### src/rtl/fifo_sync_thresh_pkg.sv
// Shared types, reset values and sizing helper for the thresholded synchronous FIFO.
package fifo_sync_thresh_pkg;

  function automatic int unsigned calc_addr_w(input int unsigned depth);
    return $clog2(depth);
  endfunction

  typedef struct packed {
    logic full;
    logic empty;
    logic almost_full;
    logic almost_empty;
    logic overflow;
    logic underflow;
  } fifo_status_t;

  localparam fifo_status_t STATUS_RST = '{
    full:         1'b0,
    empty:        1'b1,
    almost_full:  1'b0,
    almost_empty: 1'b1,
    overflow:     1'b0,
    underflow:    1'b0
  };

endpackage

### src/rtl/fifo_sync_thresh_if.sv
// Producer/consumer bundle for fifo_sync_thresh (intf_FIFO-style signal names).
interface fifo_sync_thresh_if
  import fifo_sync_thresh_pkg::*;
#(
  parameter int unsigned DATA_WIDTH = 32,
  parameter int unsigned DEPTH      = 16
);
  localparam int unsigned CNT_W = calc_addr_w(DEPTH) + 1;

  logic [DATA_WIDTH-1:0] data_in;
  logic                  Wr_enable;
  logic                  Read_enable;
  logic                  clr_err;
  logic [DATA_WIDTH-1:0] data_out;
  logic                  full;
  logic                  empty;
  logic                  almost_full;
  logic                  almost_empty;
  logic [CNT_W-1:0]      count;
  logic                  overflow;
  logic                  underflow;

  modport master (
    output data_in, Wr_enable, Read_enable, clr_err,
    input  data_out, full, empty, almost_full, almost_empty, count, overflow, underflow
  );

  modport slave (
    input  data_in, Wr_enable, Read_enable, clr_err,
    output data_out, full, empty, almost_full, almost_empty, count, overflow, underflow
  );
endinterface

### src/rtl/fifo_sync_thresh_mem.sv
// Simple dual-port storage for the FIFO: synchronous write, asynchronous read, no reset.
module fifo_mem
  import fifo_sync_thresh_pkg::*;
#(
  parameter int unsigned DATA_WIDTH = 32,
  parameter int unsigned DEPTH      = 16
) (
  input  logic                           clk,
  input  logic                           we,
  input  logic [calc_addr_w(DEPTH)-1:0]  waddr,
  input  logic [DATA_WIDTH-1:0]          wdata,
  input  logic [calc_addr_w(DEPTH)-1:0]  raddr,
  output logic [DATA_WIDTH-1:0]          rdata
);
  logic [DATA_WIDTH-1:0] mem [DEPTH];

  always_ff @(posedge clk) begin
    if (we) mem[waddr] <= wdata;
  end

  assign rdata = mem[raddr];
endmodule

### src/rtl/fifo_sync_thresh.sv
// Parametrised single-clock FIFO with occupancy count, almost-full/empty and sticky error flags.
// Define FIFO_FWFT_EN for first-word-fall-through output; default is registered read.
module fifo_sync_thresh
  import fifo_sync_thresh_pkg::*;
#(
  parameter int unsigned DATA_WIDTH = 32,
  parameter int unsigned DEPTH      = 16,
  parameter int unsigned AF_THRESH  = 12,
  parameter int unsigned AE_THRESH  = 4
) (
  input logic             clk,
  input logic             reset,
  fifo_sync_thresh_if.slave bus
);
  localparam int unsigned ADDR_W = calc_addr_w(DEPTH);
  localparam int unsigned CNT_W  = ADDR_W + 1;

  logic [ADDR_W-1:0]     wr_ptr, rd_ptr;
  logic [CNT_W-1:0]      count_q, count_d;
  fifo_status_t          st_q, st_d;
  logic                  rd_ok, wr_ok;
  logic [DATA_WIDTH-1:0] head;

  // A write while full still goes in when a read frees the head slot this cycle.
  assign rd_ok = bus.Read_enable & ~st_q.empty;
  assign wr_ok = bus.Wr_enable & (~st_q.full | bus.Read_enable);

  always_comb begin
    count_d = count_q;
    unique case ({wr_ok, rd_ok})
      2'b10:   count_d = count_q + CNT_W'(1);
      2'b01:   count_d = count_q - CNT_W'(1);
      default: count_d = count_q;
    endcase
  end

  // Flags are registered from the next count; a new error beats a simultaneous clear.
  always_comb begin
    st_d              = st_q;
    st_d.full         = (count_d == CNT_W'(DEPTH));
    st_d.empty        = (count_d == '0);
    st_d.almost_full  = (count_d >= CNT_W'(AF_THRESH));
    st_d.almost_empty = (count_d <= CNT_W'(AE_THRESH));
    if (bus.Wr_enable & st_q.full & ~bus.Read_enable) st_d.overflow = 1'b1;
    else if (bus.clr_err)                             st_d.overflow = 1'b0;
    if (bus.Read_enable & st_q.empty)                 st_d.underflow = 1'b1;
    else if (bus.clr_err)                             st_d.underflow = 1'b0;
  end

  always_ff @(posedge clk or negedge reset) begin
    if (!reset) begin
      wr_ptr  <= '0;
      rd_ptr  <= '0;
      count_q <= '0;
      st_q    <= STATUS_RST;
    end else begin
      if (wr_ok) wr_ptr <= wr_ptr + ADDR_W'(1);
      if (rd_ok) rd_ptr <= rd_ptr + ADDR_W'(1);
      count_q <= count_d;
      st_q    <= st_d;
    end
  end

  fifo_mem #(
    .DATA_WIDTH (DATA_WIDTH),
    .DEPTH      (DEPTH)
  ) u_mem (
    .clk   (clk),
    .we    (wr_ok),
    .waddr (wr_ptr),
    .wdata (bus.data_in),
    .raddr (rd_ptr),
    .rdata (head)
  );

`ifdef FIFO_FWFT_EN
  // Head is visible as soon as empty drops, which is the cycle after the write edge.
  always_comb begin
    bus.data_out = '0;
    if (!st_q.empty) bus.data_out = head;
  end
`else
  logic [DATA_WIDTH-1:0] dout_q;

  always_ff @(posedge clk or negedge reset) begin
    if (!reset)     dout_q <= '0;
    else if (rd_ok) dout_q <= head;
  end

  assign bus.data_out = dout_q;
`endif

  assign bus.count        = count_q;
  assign bus.full         = st_q.full;
  assign bus.empty        = st_q.empty;
  assign bus.almost_full  = st_q.almost_full;
  assign bus.almost_empty = st_q.almost_empty;
  assign bus.overflow     = st_q.overflow;
  assign bus.underflow    = st_q.underflow;
endmodule

### src/flat_wrapper.sv
// flat-port wrapper written by rule: the top's interface ports become plain ports
module fifo_sync_thresh_flat import fifo_sync_thresh_pkg::*;
#(
  parameter int unsigned DATA_WIDTH = 32,
  parameter int unsigned DEPTH      = 16,
  parameter int unsigned AF_THRESH  = 12,
  parameter int unsigned AE_THRESH  = 4
)
  (clk, reset, bus_data_in, bus_Wr_enable, bus_Read_enable, bus_clr_err, bus_data_out, bus_full, bus_empty, bus_almost_full, bus_almost_empty, bus_count, bus_overflow, bus_underflow);
  fifo_sync_thresh_if #(.DATA_WIDTH(DATA_WIDTH), .DEPTH(DEPTH)) bus_i ();
  input logic clk;
  input logic reset;
  input wire logic [$bits(bus_i.data_in)-1:0] bus_data_in;
  input wire logic [$bits(bus_i.Wr_enable)-1:0] bus_Wr_enable;
  input wire logic [$bits(bus_i.Read_enable)-1:0] bus_Read_enable;
  input wire logic [$bits(bus_i.clr_err)-1:0] bus_clr_err;
  output wire logic [$bits(bus_i.data_out)-1:0] bus_data_out;
  output wire logic [$bits(bus_i.full)-1:0] bus_full;
  output wire logic [$bits(bus_i.empty)-1:0] bus_empty;
  output wire logic [$bits(bus_i.almost_full)-1:0] bus_almost_full;
  output wire logic [$bits(bus_i.almost_empty)-1:0] bus_almost_empty;
  output wire logic [$bits(bus_i.count)-1:0] bus_count;
  output wire logic [$bits(bus_i.overflow)-1:0] bus_overflow;
  output wire logic [$bits(bus_i.underflow)-1:0] bus_underflow;
  assign bus_i.data_in = bus_data_in;
  assign bus_i.Wr_enable = bus_Wr_enable;
  assign bus_i.Read_enable = bus_Read_enable;
  assign bus_i.clr_err = bus_clr_err;
  assign bus_data_out = bus_i.data_out;
  assign bus_full = bus_i.full;
  assign bus_empty = bus_i.empty;
  assign bus_almost_full = bus_i.almost_full;
  assign bus_almost_empty = bus_i.almost_empty;
  assign bus_count = bus_i.count;
  assign bus_overflow = bus_i.overflow;
  assign bus_underflow = bus_i.underflow;
  fifo_sync_thresh #(.DATA_WIDTH(DATA_WIDTH), .DEPTH(DEPTH), .AF_THRESH(AF_THRESH), .AE_THRESH(AE_THRESH)) u_core (.clk(clk), .reset(reset), .bus(bus_i));
endmodule
### config.mk
export PLATFORM = sky130hd
export DESIGN_NAME = fifo_sync_thresh_flat
export DESIGN_NICKNAME = d
export VERILOG_FILES = /design/src/rtl/fifo_sync_thresh_pkg.sv /design/src/rtl/fifo_sync_thresh_if.sv /design/src/rtl/fifo_sync_thresh_mem.sv /design/src/rtl/fifo_sync_thresh.sv /design/src/flat_wrapper.sv
export SDC_FILE = /design/constraint.sdc
export NUM_CORES = 1
export LEC_CHECK = 0
export ABC_AREA = 1
export CAP_MARGIN = 20
export CORE_UTILIZATION = 40
export DETAILED_ROUTE_END_ITERATION = 6
export HOLD_SLACK_MARGIN = 0.02
export RECOVER_POWER = 100
export SLEW_MARGIN = 20
export SYNTH_ARGS = -nofsm -noshare
export SYNTH_HDL_FRONTEND = slang
export SYNTH_SLANG_ARGS = --single-unit
### constraint.sdc
create_clock -name clk -period 6.91 [get_ports clk]
set_input_delay 1.382 -clock clk [delete_from_list [all_inputs] [get_ports clk]]
set_output_delay 1.382 -clock clk [all_outputs]
set_load 0.03 [all_outputs]
[After elaboration in Yosys (flattened, before gate mapping)]
Memories as Yosys holds them, arrays and structs flattened. A register that Yosys moved wholly into a read port is not among the register bits.
Cells that the tools add are included.
Operators by class
  add/sub/neg operators: 4
  order comparisons: 2
  equality and inequality tests: 3
  mux-type cells: 6
  bitwise operators: 9
  reductions and logical operators: 4
Operators by type and width (count)
  $pmux 5 s2: 1
  $add 4x1->4 const B: 2
  $add 5x1->5 const B: 1
  $and 1x1->1: 5
  $eq 5x5->1 const B: 1
  $ge 5x4->1 const B: 1
  $le 5x3->1 const B: 1
  $logic_not 5->1: 1
  $mux 1: 5
  $sub 5x1->5 const B: 1
  $reduce_bool 2->1: 2
  $not 1->1: 3
  $eq 2x1->1 const B: 1
  $eq 2x2->1 const B: 1
  $logic_not 1->1: 1
  $or 1x1->1: 1
Storage, ports and cells
  register bits after elaboration: 19
  memory bits (writable): 512
  output and inout bits: 43
  logic and storage cells: 38
  memories kept: 1
Memories
  u_core.u_mem.mem: depth 16, bits a word 32, rd ports 1, clocked after Yosys merged registers in 1, write ports 1, RTL line fifo_sync_thresh_mem.sv:15  | logic [DATA_WIDTH-1:0] mem [DEPTH];

[Longest topological paths before layout]
  depth after elaboration: 6
  gate-level depth with buffers: 17
  gate-level depth less buffers: 17

[Cells and area by module]
Synthesis repeated with hierarchy kept, for this count alone.
Second synthesis, totals
  cell total of the unflattened synthesis: 2340
  area total of the unflattened synthesis: 24249.5 sq um
By module, submodules not included
  fifo_mem: times used 1, cells an instance 2088, area an instance 22089.9 sq um
  fifo_sync_thresh: times used 1, cells an instance 252, area an instance 2159.6 sq um

[Least setup slack after synthesis]
No wires, ideal clock.
  path kind: input to register
  start point: input bus_Read_enable
  end point: memory u_core.u_mem.mem[11][0], enable pin
  setup time: 0.421 ns
  data arrival time: 3.231 ns
  path slack: 3.258 ns
  stages: 6
  buffers on the path: 0
  cells stage by stage: inv_1 > nand2_1 > nand2_1 > inv_1 > nand2_1 > nor2_1
Between the ends
  word-level cells in the longest chain between the ends: 4
RTL lines
  from (decl): RTL line flat_wrapper.sv:15  | input wire logic [$bits(bus_i.Read_enable)-1:0] bus_Read_enable;
  $or 1x1->1: RTL line fifo_sync_thresh.sv:26  | assign wr_ok = bus.Wr_enable & (~st_q.full | bus.Read_enable);
  $and 1x1->1: RTL line fifo_sync_thresh.sv:26
  $mux 1: RTL line fifo_sync_thresh_mem.sv:18  | if (we) mem[waddr] <= wdata;
  $mux 1 (implied by the code): RTL line fifo_sync_thresh_mem.sv:18
  to (decl): RTL line fifo_sync_thresh_mem.sv:15
No other way between the ends.

==> results.cfg <==
[placed_design]
gp_congestion = 0.866
io_buffer_count = 79
placed_area_um2 = 24000
hpwlAfterDp_mm = 33.4

[critical_path]
worstSetupStartpoint = bus_Read_enable
critPathMaxFanout = 40
path_cells = dlygate4sd3_1 > inv_1 > nor2_4 > clkbuf_1 > ha_1 > nor2_1 > nor2_1 > ha_1 > inv_1 > nand2_1 > nand2_1 > o21ai_2 > nand3_1 > nand2_1 > nand2_1 > nor2_1
worst-path-stages = 16
crit_path_start_kind = primary input
cp_slowest_cell = clkbuf_1
r2r-start = u_core.bus.empty
reg2reg_setup_slack_ps = 2890
rr_endpoint = u_core.bus.almost_empty
cp_slowest_stage_delay_ps = 1750
ff2ff_path_depth = 14
arrival_ps = 5560
path_buf_inv = 4
cp-end-kind = flip-flop
critical_path_required_ps = 7440
path_delay_family = buffers and inverters
crit_top_cell = nand2_1
timing_worst_setup_path_type = primary input to flip-flop
endpoint = u_core.bus.almost_empty

[synth]
synth_top_family_by_area = simple AND/OR/NAND/NOR gates
synth.top_cell.area_share_pct = 67.8
synthAdderAreaFrac_pct = 0.441
synthXorXnorAreaFrac_pct = 0.270
yosysSeqAreaShare_pct = 73.4
synthTopCellsByCount = 652 x nand2_1, 512 x edfxtp_1, 397 x nand3_1
netlist_area_um2 = 22700
synthCells = 1894
synth_flop_cell = edfxtp_1
synth_fp_nets = 1939
synth_area_leader_cell = edfxtp_1
yosysWarnings = 0
ys_seq_elements = 563
synth_compound_area_share_pct = 1.56
ys_async_sr_fraction_pct = 9.06
yosysMostFrequentCell = nand2_1
muxShareOfSynthArea_pct = 0
ys_types = 23
synth_edf_count = 512
synth-simple-area-share_pct = 20.6
postSynthAreaPerCell_um2 = 12.0
yosys-top-cells-area = edfxtp_1 68%, nand2_1 11%, nand3_1 8.8%, dfrtp_1 5.4%, a21oi_1 1.4%

[final_layout]
syn_to_final_growth_pct = 13.1
fillers = 5059
utilization_pct = 46.2
layout-drive-gt1-share_pct = 5.33
antenna_cells = 0
postLayoutCellArea_um2 = 25700
nets = 1987

[detailed_routing]
ant_nets = 0
wl_per_cell_um = 21.5
via_per_inst = 5.29
drc = 0
initialDrtViolationCount = 1309
postRouteWirelength_mm = 59.0
drt_pre_antenna_iters = 7
vias = 14500

[pwr]
p_int_uw = 6970
p_per_area_nw_per_um2 = 439
p_clk_share_pct = 26.7
seq_power_share_pct = 39.9
pwr-share-comb_pct = 33.4
power_uw = 11300
switching_share_pct = 38.1
vdd_ir_drop_max_mv = 0.279
power_switching_uw = 4300
p_leak_uw = 0.00930

[sta]
setup_tns_ps = 0
finalClockSkew_ps = 20.3
worstMarginPinSlew_ps = 3120
period_share_pct = 72.8
fmax_mhz = 199
final_max_slew_viol_count = 414
hold_viol = 0
setup_viol = 0
slew_headroom_pct = -109
fin_crit_ps = 5030
rsz0062_at_grt = false

[grt]
grt_max_degree = 134
grt_pass1_wl_mm = 89.2
grt_pass1_vias = 14200
antenna_found_initial = 0
grt_usage_pct = 20.8
grt.overflow.total = 0

[outcome]
status = complete, but fails checks
violations = capacitance limit, slew limit

[clocking]
insertion_delay_ps = 600
cts_tree = yes
root_buffer = clkbuf_16
clock_sinks = 563
cts_buffers = 57
post_cts_buffers = 0
cts-resized-gates = 0
ctsLongestPathBuffers = 3
cts-hold-fix-buffers = 0
clkTransAtPathRegs_ps = 60
htreeDepth = 2

[hold_path]
hold_path_class = flip-flop to flip-flop

[floorplanning]
initial_utilization_pct = 40.9
rows = 86
die-area_um2 = 57700
dieHeight_um = 240
ios = 80
die-width_um = 240
core_um2 = 55500

[flow_run]
drv_cap = 15
## power by group through the flow
stage	sequential (uW)	clock [uW]	combinational [uW]
floorplan	4630	0	2500
global placement	4560	0	3860
detailed placement	4560	0	3890
CTS	4500	3050	3910
global route	4540	3190	4150
finish	4500	3010	3770
## through the flow
step	setup slack, ps	hold WS, ps	instances
floorplan	3260	567	1894
global placement	2760	512	2621
detailed placement	2760	531	2623
CTS	3400	537	2730
global route	1750	559	2738
finish	1880	533	2738
## cell usage in the layout, fill, tap and decap left out, types with 2 or more instances in the layout
cell	count
xor2_1	7
nand2_1	653
clkbuf_16	59
a21oi_1	64
dfrtp_4	2
clkinv_2	12
inv_2	2
nand4_1	5
buf_4	9
clkinv_1	15
inv_1	19
clkbuf_1	22
ha_1	8
inv_6	4
dfstp_2	2
clkbuf_8	2
bufinv_16	4
nand3_1	397
o21ai_0	5
dlygate4sd3_1	77
edfxtp_1	512
dfrtp_1	45
dfrtp_2	2
nor2_1	54
## flip-flops by register name (all words and copies together) (netlist names)
signal,count
u_core.bus.underflow,1
u_core.rd_ptr,4
u_core.u_mem.mem,512
u_core.bus.full,1
u_core.bus.data_out,32
u_core.bus.count,5
u_core.bus.overflow,1
u_core.wr_ptr,4
u_core.bus.almost_empty,1
u_core.bus.almost_full,1
u_core.bus.empty,1
## cell type report
| cell class | count | area, um2 | area share (%) |
|---|---|---|---|
| flip-flops and latches | 563 | 16700 | 64.9 |
| multi-input cells | 1195 | 5200 | 20.3 |
| clock buffers | 72 | 1550 | 6.02 |
| repair buffers | 102 | 953 | 3.72 |
| well taps | 748 | 936 | 3.65 |
| clock inverters | 35 | 270 | 1.05 |
| inverters | 23 | 96.3 | 0.375 |
## worst min-delay path by stage
stage | startpoint | to | slack, ps | cells after the start
6_report | u_core.bus.underflow | u_core.bus.underflow | 530 | 2
5_1_grt | u_core.bus.overflow | u_core.bus.overflow | 560 | 2
4_1_cts | u_core.bus.overflow | u_core.bus.overflow | 540 | 2
3_5_place_dp | u_core.bus.overflow | u_core.bus.overflow | 530 | 2
3_3_place_gp | u_core.bus.underflow | u_core.bus.underflow | 510 | 2
2_1_floorplan | u_core.wr_ptr[3] | u_core.wr_ptr[3] | 570 | 2
## layer usage
metal	vias to the layer above	global-route usage [%]	wire [um]
met1	7198	27.2	24600
met2	447	35.3	29400
met3	114	2.47	3050
met5	-	0	0
li1	6722	-	-
met4	0	7.76	1880
## cell families after synthesis
| logic type | count (synthesis) |
|---|---|
| simple gates | 1110 |
| flops | 563 |
| buf+inv | 136 |
| compound gates | 70 |
| fa+ha+maj | 8 |
| xor+xnor | 7 |
## worst min-delay path, cell delays in order (launching register included)
cell	delay, ps
dfrtp_1	370
inv_1	50
o21ai_0	70
No activity file was read; power rests on OpenSTA's default activity.
